--- src/rtl/apb_lsu_pkg.sv ---
// Shared types and encodings for the APB3 load/store unit.
package apb_lsu_pkg;

  typedef enum logic [1:0] {
    IDLE   = 2'd0,
    SETUP  = 2'd1,
    ACCESS = 2'd2,
    RESP   = 2'd3
  } state_t;

  localparam logic [1:0] SZ_B = 2'b00;
  localparam logic [1:0] SZ_H = 2'b01;
  localparam logic [1:0] SZ_W = 2'b10;
  localparam logic [1:0] SZ_D = 2'b11;

  localparam logic [1:0] RC_OK       = 2'b00;
  localparam logic [1:0] RC_MISALIGN = 2'b01;
  localparam logic [1:0] RC_SLVERR   = 2'b10;
  localparam logic [1:0] RC_TIMEOUT  = 2'b11;

endpackage

--- src/rtl/apb_lsu_lane.sv ---
// Byte-lane steering for the LSU: store shift, strobes, alignment check and
// load extraction with sign/zero extension.
module lsu_lane
  import apb_lsu_pkg::*;
#(
  parameter int DATA_WIDTH = 32
) (
  input  logic [2:0]              addr_lo,
  input  logic [1:0]              size,
  input  logic                    write,
  input  logic                    is_unsigned,
  input  logic [DATA_WIDTH-1:0]   wdata,
  input  logic [DATA_WIDTH-1:0]   prdata,
  output logic                    misalign,
  output logic [DATA_WIDTH-1:0]   pdata,
  output logic [DATA_WIDTH/8-1:0] pstb,
  output logic [DATA_WIDTH-1:0]   ld_data
);

  localparam int STB_W = DATA_WIDTH / 8;
  localparam int OFF_W = $clog2(STB_W);

  logic [OFF_W-1:0] off;
  logic [OFF_W+2:0] shamt;
  logic [7:0]       mask;
  logic [63:0]      raw;
  logic [63:0]      ext;

  // Narrow values are extended in a 64-bit frame and truncated to the bus,
  // so on a 32-bit bus the unsigned flag cannot affect a word load.
  function automatic logic [63:0] extend(input logic [63:0] v, input logic [1:0] sz,
                                         input logic uns);
    logic [63:0] r;
    case (sz)
      SZ_B:    r = {{56{~uns & v[7]}},  v[7:0]};
      SZ_H:    r = {{48{~uns & v[15]}}, v[15:0]};
      SZ_W:    r = {{32{~uns & v[31]}}, v[31:0]};
      default: r = v;
    endcase
    return r;
  endfunction

  always_comb begin
    off   = addr_lo[OFF_W-1:0];
    shamt = {off, 3'b000};

    case (size)
      SZ_B:    misalign = 1'b0;
      SZ_H:    misalign = addr_lo[0];
      SZ_W:    misalign = |addr_lo[1:0];
      default: misalign = (DATA_WIDTH == 32) || (|addr_lo[2:0]);
    endcase

    case (size)
      SZ_B:    mask = 8'h01;
      SZ_H:    mask = 8'h03;
      SZ_W:    mask = 8'h0F;
      default: mask = 8'hFF;
    endcase

    pdata   = wdata << shamt;
    pstb    = write ? (STB_W'(mask) << off) : {STB_W{1'b1}};
    raw     = 64'(prdata >> shamt);
    ext     = extend(raw, size, is_unsigned);
    ld_data = ext[DATA_WIDTH-1:0];
  end

endmodule

--- src/rtl/apb_lsu.sv ---
// APB3 load/store unit: one core request at a time through SETUP/ACCESS,
// with misalignment trapping and an optional slave-response timeout.
module apb_lsu
  import apb_lsu_pkg::*;
#(
  parameter int ADDR_WIDTH = 32,
  parameter int DATA_WIDTH = 32,
  parameter int TIMEOUT    = 255,
  parameter int CNT_W      = 8
) (
  input  logic                    clk,
  input  logic                    rts_n,
  input  logic                    req_valid,
  output logic                    req_ready,
  input  logic                    req_write,
  input  logic [ADDR_WIDTH-1:0]   req_addr,
  input  logic [DATA_WIDTH-1:0]   req_wdata,
  input  logic [1:0]              req_size,
  input  logic                    req_unsigned,
  output logic                    resp_valid,
  output logic [DATA_WIDTH-1:0]   resp_rdata,
  output logic                    resp_err,
  output logic [1:0]              resp_code,
  output logic [ADDR_WIDTH-1:0]   APB_paddr,
  output logic                    APB_psel,
  output logic                    APB_penable,
  output logic                    APB_pwrite,
  output logic [DATA_WIDTH-1:0]   APB_pdata,
  output logic [DATA_WIDTH/8-1:0] APB_pstb,
  input  logic [DATA_WIDTH-1:0]   APB_prdata,
  input  logic                    APB_pready,
  input  logic                    APB_perr
);

  localparam int STB_W = DATA_WIDTH / 8;
  localparam logic [CNT_W-1:0] TO_LAST = CNT_W'((TIMEOUT > 0) ? TIMEOUT - 1 : 0);

  state_t           state;
  logic [CNT_W-1:0] cnt;
  logic [2:0]       addr_q;
  logic [1:0]       size_q;
  logic             write_q;
  logic             uns_q;

  logic             idle;
  logic [2:0]       lane_addr;
  logic [1:0]       lane_size;
  logic             lane_write;
  logic             lane_uns;
  logic             misalign;
  logic [DATA_WIDTH-1:0] lane_pdata;
  logic [STB_W-1:0]      lane_pstb;
  logic [DATA_WIDTH-1:0] ld_data;
  logic             timeout_hit;

  assign idle      = (state == IDLE);
  assign req_ready = idle;

  // Lane logic sees the live request while idle (to register SETUP values)
  // and the latched request afterwards (to extract load data).
  assign lane_addr  = idle ? req_addr[2:0] : addr_q;
  assign lane_size  = idle ? req_size      : size_q;
  assign lane_write = idle ? req_write     : write_q;
  assign lane_uns   = idle ? req_unsigned  : uns_q;

  assign timeout_hit = (TIMEOUT != 0) && (cnt == TO_LAST);

  lsu_lane #(
    .DATA_WIDTH (DATA_WIDTH)
  ) u_lane (
    .addr_lo     (lane_addr),
    .size        (lane_size),
    .write       (lane_write),
    .is_unsigned (lane_uns),
    .wdata       (req_wdata),
    .prdata      (APB_prdata),
    .misalign    (misalign),
    .pdata       (lane_pdata),
    .pstb        (lane_pstb),
    .ld_data     (ld_data)
  );

  always_ff @(posedge clk or negedge rts_n) begin
    if (!rts_n) begin
      state       <= IDLE;
      cnt         <= '0;
      addr_q      <= '0;
      size_q      <= '0;
      write_q     <= 1'b0;
      uns_q       <= 1'b0;
      resp_valid  <= 1'b0;
      resp_rdata  <= '0;
      resp_err    <= 1'b0;
      resp_code   <= RC_OK;
      APB_paddr   <= '0;
      APB_psel    <= 1'b0;
      APB_penable <= 1'b0;
      APB_pwrite  <= 1'b0;
      APB_pdata   <= '0;
      APB_pstb    <= '0;
    end else begin
      case (state)
        IDLE: begin
          resp_valid <= 1'b0;
          if (req_valid) begin
            addr_q  <= req_addr[2:0];
            size_q  <= req_size;
            write_q <= req_write;
            uns_q   <= req_unsigned;
            if (misalign) begin
              resp_valid <= 1'b1;
              resp_err   <= 1'b1;
              resp_code  <= RC_MISALIGN;
              resp_rdata <= '0;
              state      <= RESP;
            end else begin
              APB_psel    <= 1'b1;
              APB_penable <= 1'b0;
              APB_paddr   <= req_addr;
              APB_pwrite  <= req_write;
              APB_pdata   <= lane_pdata;
              APB_pstb    <= lane_pstb;
              state       <= SETUP;
            end
          end
        end
        SETUP: begin
          APB_penable <= 1'b1;
          cnt         <= '0;
          state       <= ACCESS;
        end
        ACCESS: begin
          if (APB_pready) begin
            APB_psel    <= 1'b0;
            APB_penable <= 1'b0;
            resp_valid  <= 1'b1;
            resp_err    <= APB_perr;
            resp_code   <= APB_perr ? RC_SLVERR : RC_OK;
            resp_rdata  <= (APB_perr || write_q) ? '0 : ld_data;
            state       <= RESP;
          end else if (timeout_hit) begin
            APB_psel    <= 1'b0;
            APB_penable <= 1'b0;
            resp_valid  <= 1'b1;
            resp_err    <= 1'b1;
            resp_code   <= RC_TIMEOUT;
            resp_rdata  <= '0;
            state       <= RESP;
          end else begin
            cnt <= cnt + 1'b1;
          end
        end
        default: begin
          resp_valid <= 1'b0;
          resp_err   <= 1'b0;
          resp_code  <= RC_OK;
          state      <= IDLE;
        end
      endcase
    end
  end

endmodule

--- config.mk ---
export PLATFORM = sky130hd
export DESIGN_NAME = apb_lsu
export DESIGN_NICKNAME = d
export VERILOG_FILES = /design/src/rtl/apb_lsu_pkg.sv /design/src/rtl/apb_lsu_lane.sv /design/src/rtl/apb_lsu.sv
export SDC_FILE = /design/constraint.sdc
export NUM_CORES = 1
export LEC_CHECK = 0
export CORE_MARGIN = 2
export CORE_UTILIZATION = 50
export DETAILED_ROUTE_END_ITERATION = 12
export DONT_BUFFER_PORTS = 1
export PLACE_DENSITY_LB_ADDON = 0.2
export RECOVER_POWER = 50
export SLEW_MARGIN = 10
export SYNTH_ARGS = -nofsm -noshare
export SYNTH_HDL_FRONTEND = slang
export SYNTH_SLANG_ARGS = --single-unit
--- constraint.sdc ---
create_clock -name clk -period 4.2 [get_ports clk]
set_input_delay 0.63 -clock clk [delete_from_list [all_inputs] [get_ports clk]]
set_output_delay 0.63 -clock clk [all_outputs]
set_load 0.05 [all_outputs]
==> flow_metrics.py, run 1 <==
metrics = {
    "yosys": {
        "synth_seq_cells": 123,
        "synth_cell_types": 52,
        "yosysWarnings": 0,
        "synth-edff-count": 0,
        "syn_inst": 585,
        "synth_top_family_by_area": "multiplexers",
        "yosys.area_share.simple": 0.119,
        "synthAdderAreaFrac": 0.0122,
        "synth_compound_area_frac": 0.158,
        "synth-async-reset-ratio": 1.00,
        "synthFlopType": "dfrtp_1",
        "syn_nets": 696,
        "synth_area_mm2": 0.00615,
        "synth_area_per_cell_um2": 10.5,
        "yosysSeqAreaShare": 0.501,
        "synth_xor_area_frac": 0.00712,
        "muxShareOfSynthArea": 0.164,
    },
    "critical_path": {
        "crit_arrival_ns": 3.59,
        "worstRegToRegCells": 8,
        "end_kind": "flop",
        "critPathLaunch": "state[0]",
        "critical_path.cell_chain": "inv_1 -> ha_2 -> mux2i_4 -> buf_4 -> nor2_1 -> a22oi_1 -> a2bb2oi_1 -> o21ai_0",
        "critPathLaunchType": "flop",
        "endpoint": "resp_rdata[13]",
        "crit_fanout": 51,
        "worst-setup-path-type": "reg -> reg",
        "path_delay_family": "adder cells",
        "r2r_slack_ns": 0.88,
        "critical_path_buf_inv_count": 2,
        "crit_required_ns": 4.47,
        "reg2reg_to": "resp_rdata[13]",
        "cp_slowest_cell": "ha_2",
        "cp_num_cells": 8,
        "max_stage_delay_ns": 0.76,
        "r2r_start": "state[0]",
    },
    "clocking": {
        "cts_setup_buffers": 0,
        "insertion_delay_ns": 0.42,
        "htreeDepth": 4,
        "cts_root_buffer": "clkbuf_16",
        "cts_inserted_buffers": 17,
        "clockBufferDepth": 2,
        "clk_pin_slew_worst_paths_ns": 0.06,
        "cts_tree": "yes",
        "clock_sinks": 123,
    },
    "timing": {
        "layout_min_cycle_time_ns": 3.32,
        "maxSlewHeadroom": -0.995,
        "drv_slew": 124,
        "fin_crit_sh": 0.790,
        "setup_viol": 0,
        "final.setup.tns_ns": 0,
        "fmax_ghz": 0.301,
        "setup_ws_ns": 0.883,
        "hold_viol": 0,
        "tightestPinTransition_ns": 2.99,
        "rsz0062_at_grt": "no",
        "worst_clock_skew_ns": 0.00819,
    },
    "grt": {
        "track_usage": 0.233,
        "grt_overflow": 0,
        "met3_usage": 0.0986,
        "antenna_found_initial": 0,
        "use_met1": 0.304,
        "grt_max_degree": 124,
        "grt_pass1_vias": 4366,
        "top_usage_layer": "met2",
        "grt_pass1_wl_um": 23500,
        "globalRouteMet2Util": 0.343,
    },
    "floorplan": {
        "die_area_mm2": 0.0132,
        "io_pins": 213,
        "rows": 40,
        "start_util": 0.512,
        "die_h_um": 115,
        "fp.coreArea_mm2": 0.0120,
        "die_x_um": 115,
    },
    "route": {
        "wl_um": 15100,
        "vias_per_cell": 5.98,
        "ant_nets": 0,
        "drc": 0,
        "avgRoutedWirePerCell_um": 20.7,
        "drt_iter0_drc": 325,
        "drtPass1Iterations": 4,
        "via_count": 4352,
    },
    "hold_path": {
        "min_from": "req_wdata[5]",
        "hp-class": "in -> reg",
    },
    "finish": {
        "area_delta_synth_final_pct": 9.58,
        "postLayoutCellArea_mm2": 0.00674,
        "drive_gt1_frac": 0.193,
        "diodes": 0,
        "final_nets": 679,
        "final_cells": 728,
    },
    "placement": {
        "place_congestion": 0.895,
        "pre_cts_ws_ns": 0.932,
        "dp_hpwl_um": 10700,
        "placed_cells": 695,
        "port_buffers": 0,
        "place_area_mm2": 0.00616,
    },
    "outcome": {
        "outcome": "finished with violations",
        "violations": "capacitance limit, slew limit",
    },
    "job": {
        "max_cap_viol_count": 1,
    },
}
==> layout make-up <==
cell class	count	area (um2)
fillers	1044	5270
flip-flops and latches	123	3080
multi-input cells	414	2840
clock buffers	19	453
well taps	147	184
clock inverters	13	120
repair buffers	6	42.5
inverters	6	22.5
==> cell usage after synthesis (7+ instances only) <==
cell,n,area share
nand2_1,94,0.057
mux2i_1,25,0.041
a2bb2oi_1,9,0.013
a21oi_1,21,0.017
a31oi_1,12,0.012
nor2_1,38,0.023
buf_2,23,0.019
dfrtp_1,123,0.50
a22oi_1,12,0.015
mux2_2,62,0.11
o31ai_1,16,0.020
nand2b_1,7,0.0071
a22o_1,8,0.011
clkbuf_1,10,0.0061
o21ai_0,46,0.037
==> layout by cell type, fill, tap and decap left out, drive strengths merged, types with 7 or more instances in the layout <==
cell,count
dfrtp,123
nand2,94
mux2,62
o21ai,49
nor2,38
mux2i,28
a21oi,22
clkbuf,20
o31ai,18
a22oi,13
a31oi,12
a2bb2oi,9
clkinvlp,9
a22o,8
nand2b,7
inv,7
==> routing by layer <==
metal	part of all wire	vias to the layer above
li1	-	2055
met4	0.019	0
met2	0.47	173
met5	0	-
met1	0.41	2104
met3	0.10	20
==> repair_timing <==
action                                 CTS  global route
gates resized for setup                  0             0
hold buffers                             1             0
endpoints found under the hold margin  123             0
setup endpoints to repair                0             0
==> registers in the layout, summed over array words and instances (netlist names) <==
register / flops
cnt: 8
APB_pwrite: 1
APB_paddr: 32
resp_valid: 1
APB_psel: 1
uns_q: 1
addr_q: 2
resp_rdata: 32
resp_code: 2
state: 2
APB_penable: 1
write_q: 1
APB_pstb: 4
resp_err: 1
size_q: 2
APB_pdata: 32
==> stage by stage <==
stage	utilization	hold WS (ns)
floorplan	-	0.334
global placement	0.513	0.339
detailed placement	0.513	0.339
CTS	0.563	0.207
global route	0.561	0.338
finish	0.561	0.340
==> cells by family after synthesis <==
family                     Yosys count
AOI/OAI and AO/OA                  145
and+or+nand+nor                    168
buffers and inverters               48
xor gates and xnor gates             5
adders and majority gates            6
muxes                               90
DFF                                123
==> worst min path at each step <==
stage | endpoint | slack, ns | cells past startpoint
2_1_floorplan | APB_paddr[0] | 0.33 | 0
3_3_place_gp | cnt[4] | 0.34 | 0
3_5_place_dp | cnt[6] | 0.34 | 0
4_1_cts | APB_paddr[6] | 0.21 | 1
5_1_grt | APB_pdata[6] | 0.34 | 2
6_report | APB_pdata[5] | 0.34 | 2
Power of run 1 is not shown: default switching activity piles up to over one toggle a cycle in this logic, so the estimate is an artifact.
==> run 2: changes to the inputs <==
==> constraint.sdc (replaced) <==
create_clock -name clk -period 3.45 [get_ports clk]
set_input_delay 0.5175 -clock clk [delete_from_list [all_inputs] [get_ports clk]]
set_output_delay 0.5175 -clock clk [all_outputs]
set_load 0.05 [all_outputs]
==> flow_metrics.py, run 2 (synthesis gave the netlist of run 1 again) <==
metrics = {
    "finish": {
        "area_delta_synth_final_pct": 10.2,
        "multi_input_area_mm2": 0.00284,
        "num-fill-cells": 1038,
        "diodes": 0,
        "final_util": 0.564,
        "regArea_mm2": 0.00308,
        "final_nets": 683,
        "drive_gt1_frac": 0.198,
        "top_regs": "APB_paddr: 32 flops, APB_pdata: 32 flops, resp_rdata: 32 flops",
        "final_cell_mix": "dfrtp_1 (123), nand2_1 (94), mux2_2 (62)",
        "final_common_cell": "dfrtp_1",
    },
    "critical_path": {
        "crit_required_ns": 3.72,
        "crit_arrival_ns": 3.11,
        "critPathLaunchType": "flop",
        "crit_fanout": 25,
        "worst-setup-path-type": "reg -> reg",
        "end_kind": "flop",
    },
    "timing": {
        "setup_viol": 0,
        "maxSlewHeadroom": -0.788,
        "drv_slew": 124,
        "layout_min_cycle_time_ns": 2.84,
        "fin_crit_sh": 0.822,
        "final.setup.tns_ns": 0,
        "tightestPinTransition_ns": 2.68,
        "rsz0062_at_grt": "no",
        "fmax_ghz": 0.353,
        "hold_viol": 0,
        "worst_clock_skew_ns": 0.00940,
    },
    "floorplan": {
        "start_util": 0.512,
        "die_x_um": 115,
        "die_h_um": 115,
        "die_area_mm2": 0.0132,
        "fp.coreArea_mm2": 0.0120,
        "io_pins": 213,
        "rows": 40,
    },
    "route": {
        "wl_um": 15000,
        "vias_per_cell": 6.01,
        "via_count": 4399,
        "ant_nets": 0,
        "drc": 0,
        "drtPass1Iterations": 5,
        "avgRoutedWirePerCell_um": 20.5,
        "drt_iter0_drc": 258,
    },
    "clocking": {
        "clock_sinks": 123,
        "cts_tree": "yes",
        "cts_setup_buffers": 0,
        "clk_pin_slew_worst_paths_ns": 0.06,
        "cts_root_buffer": "clkbuf_16",
        "htreeDepth": 4,
        "cts_inserted_buffers": 17,
        "insertion_delay_ns": 0.42,
        "clockBufferDepth": 2,
    },
    "grt": {
        "grt_max_degree": 124,
        "grt_overflow": 0,
        "track_usage": 0.230,
        "grt_pass1_vias": 4416,
        "grt_pass1_wl_um": 23200,
        "antenna_found_initial": 0,
    },
    "placement": {
        "place_congestion": 0.889,
        "port_buffers": 0,
        "dp_hpwl_um": 10800,
    },
    "outcome": {
        "outcome": "finished with violations",
        "violations": "capacitance limit, slew limit",
    },
    "hold_path": {
        "hp-class": "in -> reg",
    },
    "job": {
        "max_cap_viol_count": 1,
    },
}
## run 2: final cells by class
cell class	instances	share of cell area
clock inverters	15	0.0227
well taps	147	0.0271
multi-input cells	414	0.419
clock buffers	17	0.0628
flip-flops and latches	123	0.454
inverters	6	0.00332
repair buffers	10	0.0107
## run 2: what timing repair did
action / CTS / global route
hold buffers: 1 / 0
resized for setup: 0 / 0
endpoints found under the hold margin: 123 / 0
## run 2: layer usage
layer	up-vias	global-route usage	wire (um)
met5	-	0	0
met4	0	0.0779	217
li1	2059	-	-
met2	181	0.359	7170
met3	19	0.118	1600
met1	2140	0.275	6050
## run 2: critical path, stage by stage (launching register included)
cell	delay (ns)
dfrtp_1	0.41
inv_1	0.10
ha_2	0.44
mux2i_4	0.79
mux2_2	0.44
a22oi_1	0.16
a2bb2oi_1	0.22
o21ai_0	0.10
## run 2: final timing paths
| path | startpoint | slack [ns] | endpoint | cells after the start |
|---|---|---|---|---|
| max in group asynchronous | rts_n | 0.92 | APB_pdata[18] | 1 |
| max | state[0] | 0.61 | resp_rdata[8] | 7 |
| max reg2reg | state[0] | 0.61 | resp_rdata[8] | 7 |
| min in group asynchronous | rts_n | 0.95 | resp_valid | 1 |
| min | req_wdata[5] | 0.23 | APB_pdata[5] | 2 |
| min reg2reg | uns_q | 0.54 | uns_q | 1 |
## run 2: stage by stage
step,setup slack (ns),hold WS [ns],cells,cell area (um2)
2_1_floorplan,0.819,0.222,585,6150
6_report,0.613,0.228,732,6780
3_3_place_gp,0.697,0.227,699,6190
5_1_grt,0.387,0.219,732,6780
4_1_cts,0.640,0.0830,732,6800
3_5_place_dp,0.638,0.226,699,6190
Power of run 2 is left out for the same reason.
==> run 3: changes to the inputs <==
==> constraint.sdc (replaced) <==
create_clock -name clk -period 2.83 [get_ports clk]
set_input_delay 0.4245 -clock clk [delete_from_list [all_inputs] [get_ports clk]]
set_output_delay 0.4245 -clock clk [all_outputs]
set_load 0.05 [all_outputs]
==> flow_metrics.py, run 3 (synthesis gave the netlist of run 1 again) <==
metrics = {
    "outcome": {
        "outcome": "finished with violations",
        "violations": "hold timing",
    },
    "floorplan": {
        "die_area_mm2": 0.0132,
        "fp.coreArea_mm2": 0.0120,
        "die_x_um": 115,
        "rows": 40,
        "io_pins": 213,
        "die_h_um": 115,
        "start_util": 0.512,
    },
    "critical_path": {
        "crit_fanout": 16,
        "critical_path.cell_chain": "inv_1 -> ha_2 -> mux2i_4 -> mux2_2 -> a22oi_1 -> a2bb2oi_1 -> o21ai_0",
        "max_stage_delay_ns": 0.61,
        "crit_arrival_ns": 2.83,
        "end_kind": "flop",
        "cp_slowest_cell": "mux2i_4",
        "worst-setup-path-type": "reg -> reg",
        "critPathLaunchType": "flop",
        "crit_required_ns": 3.11,
    },
    "grt": {
        "grt_pass1_vias": 4489,
        "grt_max_degree": 124,
        "grt_overflow": 0,
        "grt_pass1_wl_um": 24000,
        "antenna_found_initial": 0,
        "track_usage": 0.236,
    },
    "finish": {
        "drive_gt1_frac": 0.204,
        "area_delta_synth_final_pct": 11.7,
        "final_cells": 736,
        "multi_input_area_mm2": 0.00284,
        "num-fill-cells": 1035,
        "final_nets": 687,
        "top_regs": "APB_paddr: 32 flops, APB_pdata: 32 flops, resp_rdata: 32 flops",
        "final_cell_mix": "dfrtp_1 (123), nand2_1 (94), mux2_2 (62)",
        "final_common_cell": "dfrtp_1",
        "regArea_mm2": 0.00308,
        "diodes": 0,
    },
    "clocking": {
        "cts_root_buffer": "clkbuf_16",
        "post_cts_resized": 0,
        "clockBufferDepth": 2,
        "clock_sinks": 123,
        "cts_tree": "yes",
        "clk_pin_slew_worst_paths_ns": 0.06,
        "cts_setup_buffers": 0,
        "cts_inserted_buffers": 17,
        "htreeDepth": 4,
        "insertion_delay_ns": 0.43,
    },
    "timing": {
        "worst_clock_skew_ns": 0.0107,
        "fin_crit_sh": 0.901,
        "maxSlewHeadroom": 0.563,
        "layout_min_cycle_time_ns": 2.55,
        "drv_slew": 0,
        "hold-worst-slack_ns": -0.309,
        "setup_ws_ns": 0.280,
        "final.setup.tns_ns": 0,
        "hold_viol": 123,
        "rsz0062_at_grt": "no",
        "setup_viol": 0,
        "fmax_ghz": 0.392,
        "tightestPinTransition_ns": 0.656,
    },
    "route": {
        "avgRoutedWirePerCell_um": 20.9,
        "drt_iter0_drc": 290,
        "drc": 0,
        "drtPass1Iterations": 4,
        "vias_per_cell": 5.99,
        "via_count": 4408,
        "wl_um": 15400,
        "ant_nets": 0,
    },
    "placement": {
        "place_congestion": 0.921,
        "placed_cells": 704,
        "dp_hpwl_um": 11100,
        "port_buffers": 0,
        "pre_cts_ws_ns": 0.305,
    },
    "job": {
        "max_cap_viol_count": 0,
    },
    "hold_path": {
        "hp-class": "in -> async",
    },
}
[run 3: changes by cell type in the layout (fill, tap and decap cells not counted), sizes merged]
cell      before  now
clkinv         2    3
bufinv         1    3
clkinvlp       3    0
buf           10   14
[run 3: per-layer routing]
layer,routed length (um),up-vias,part of all wire,track usage
li1,-,2066,-,-
met2,7350,180,0.48,0.373
met4,259,0,0.017,0.0940
met1,6270,2140,0.41,0.288
met5,0,-,0,0
met3,1490,22,0.097,0.100
[run 3: layout make-up]
class / instances / share of cell area
sequential: 123 / 0.448
multi-input combinational: 414 / 0.413
clock buffer: 17 / 0.0620
clock inverter: 15 / 0.0292
tap: 147 / 0.0268
timing repair buffer: 14 / 0.0171
inverter: 6 / 0.00328
[run 3: worst paths after layout]
kind,startpoint,end,slack [ns],depth (start not counted)
worst max-delay path,state[0],resp_rdata[9],0.28,7
worst min-delay path,rts_n,cnt[6],-0.31,0
worst max register to register,state[0],resp_rdata[9],0.28,7
worst min register to register,state[1],state[1],0.55,2
max in group asynchronous,rts_n,APB_paddr[31],2.90,0
min in group clk,req_wdata[5],APB_pdata[5],0.13,2
[run 3: worst max-delay path: cells and delay by family, from the launching register on]
| family | cells | cell delay [ns] |
|---|---|---|
| AO/OA/AOI/OAI | 3 | 0.54 |
| multiplexers | 2 | 1.03 |
| flip-flops | 1 | 0.42 |
| adder cells (fa/ha/maj) | 1 | 0.31 |
| buffers and inverters | 1 | 0.10 |
[run 3: stage by stage]
step                      utilization  area, um2  hold slack, ns
after detailed placement        0.520       6240           0.133
after global routing            0.572       6870          -0.321
final                           0.572       6870          -0.309
after global placement          0.520       6240           0.133
after CTS                       0.572       6870          -0.322
after floorplan                     -       6150           0.129
Power of run 3 is left out for the same reason.
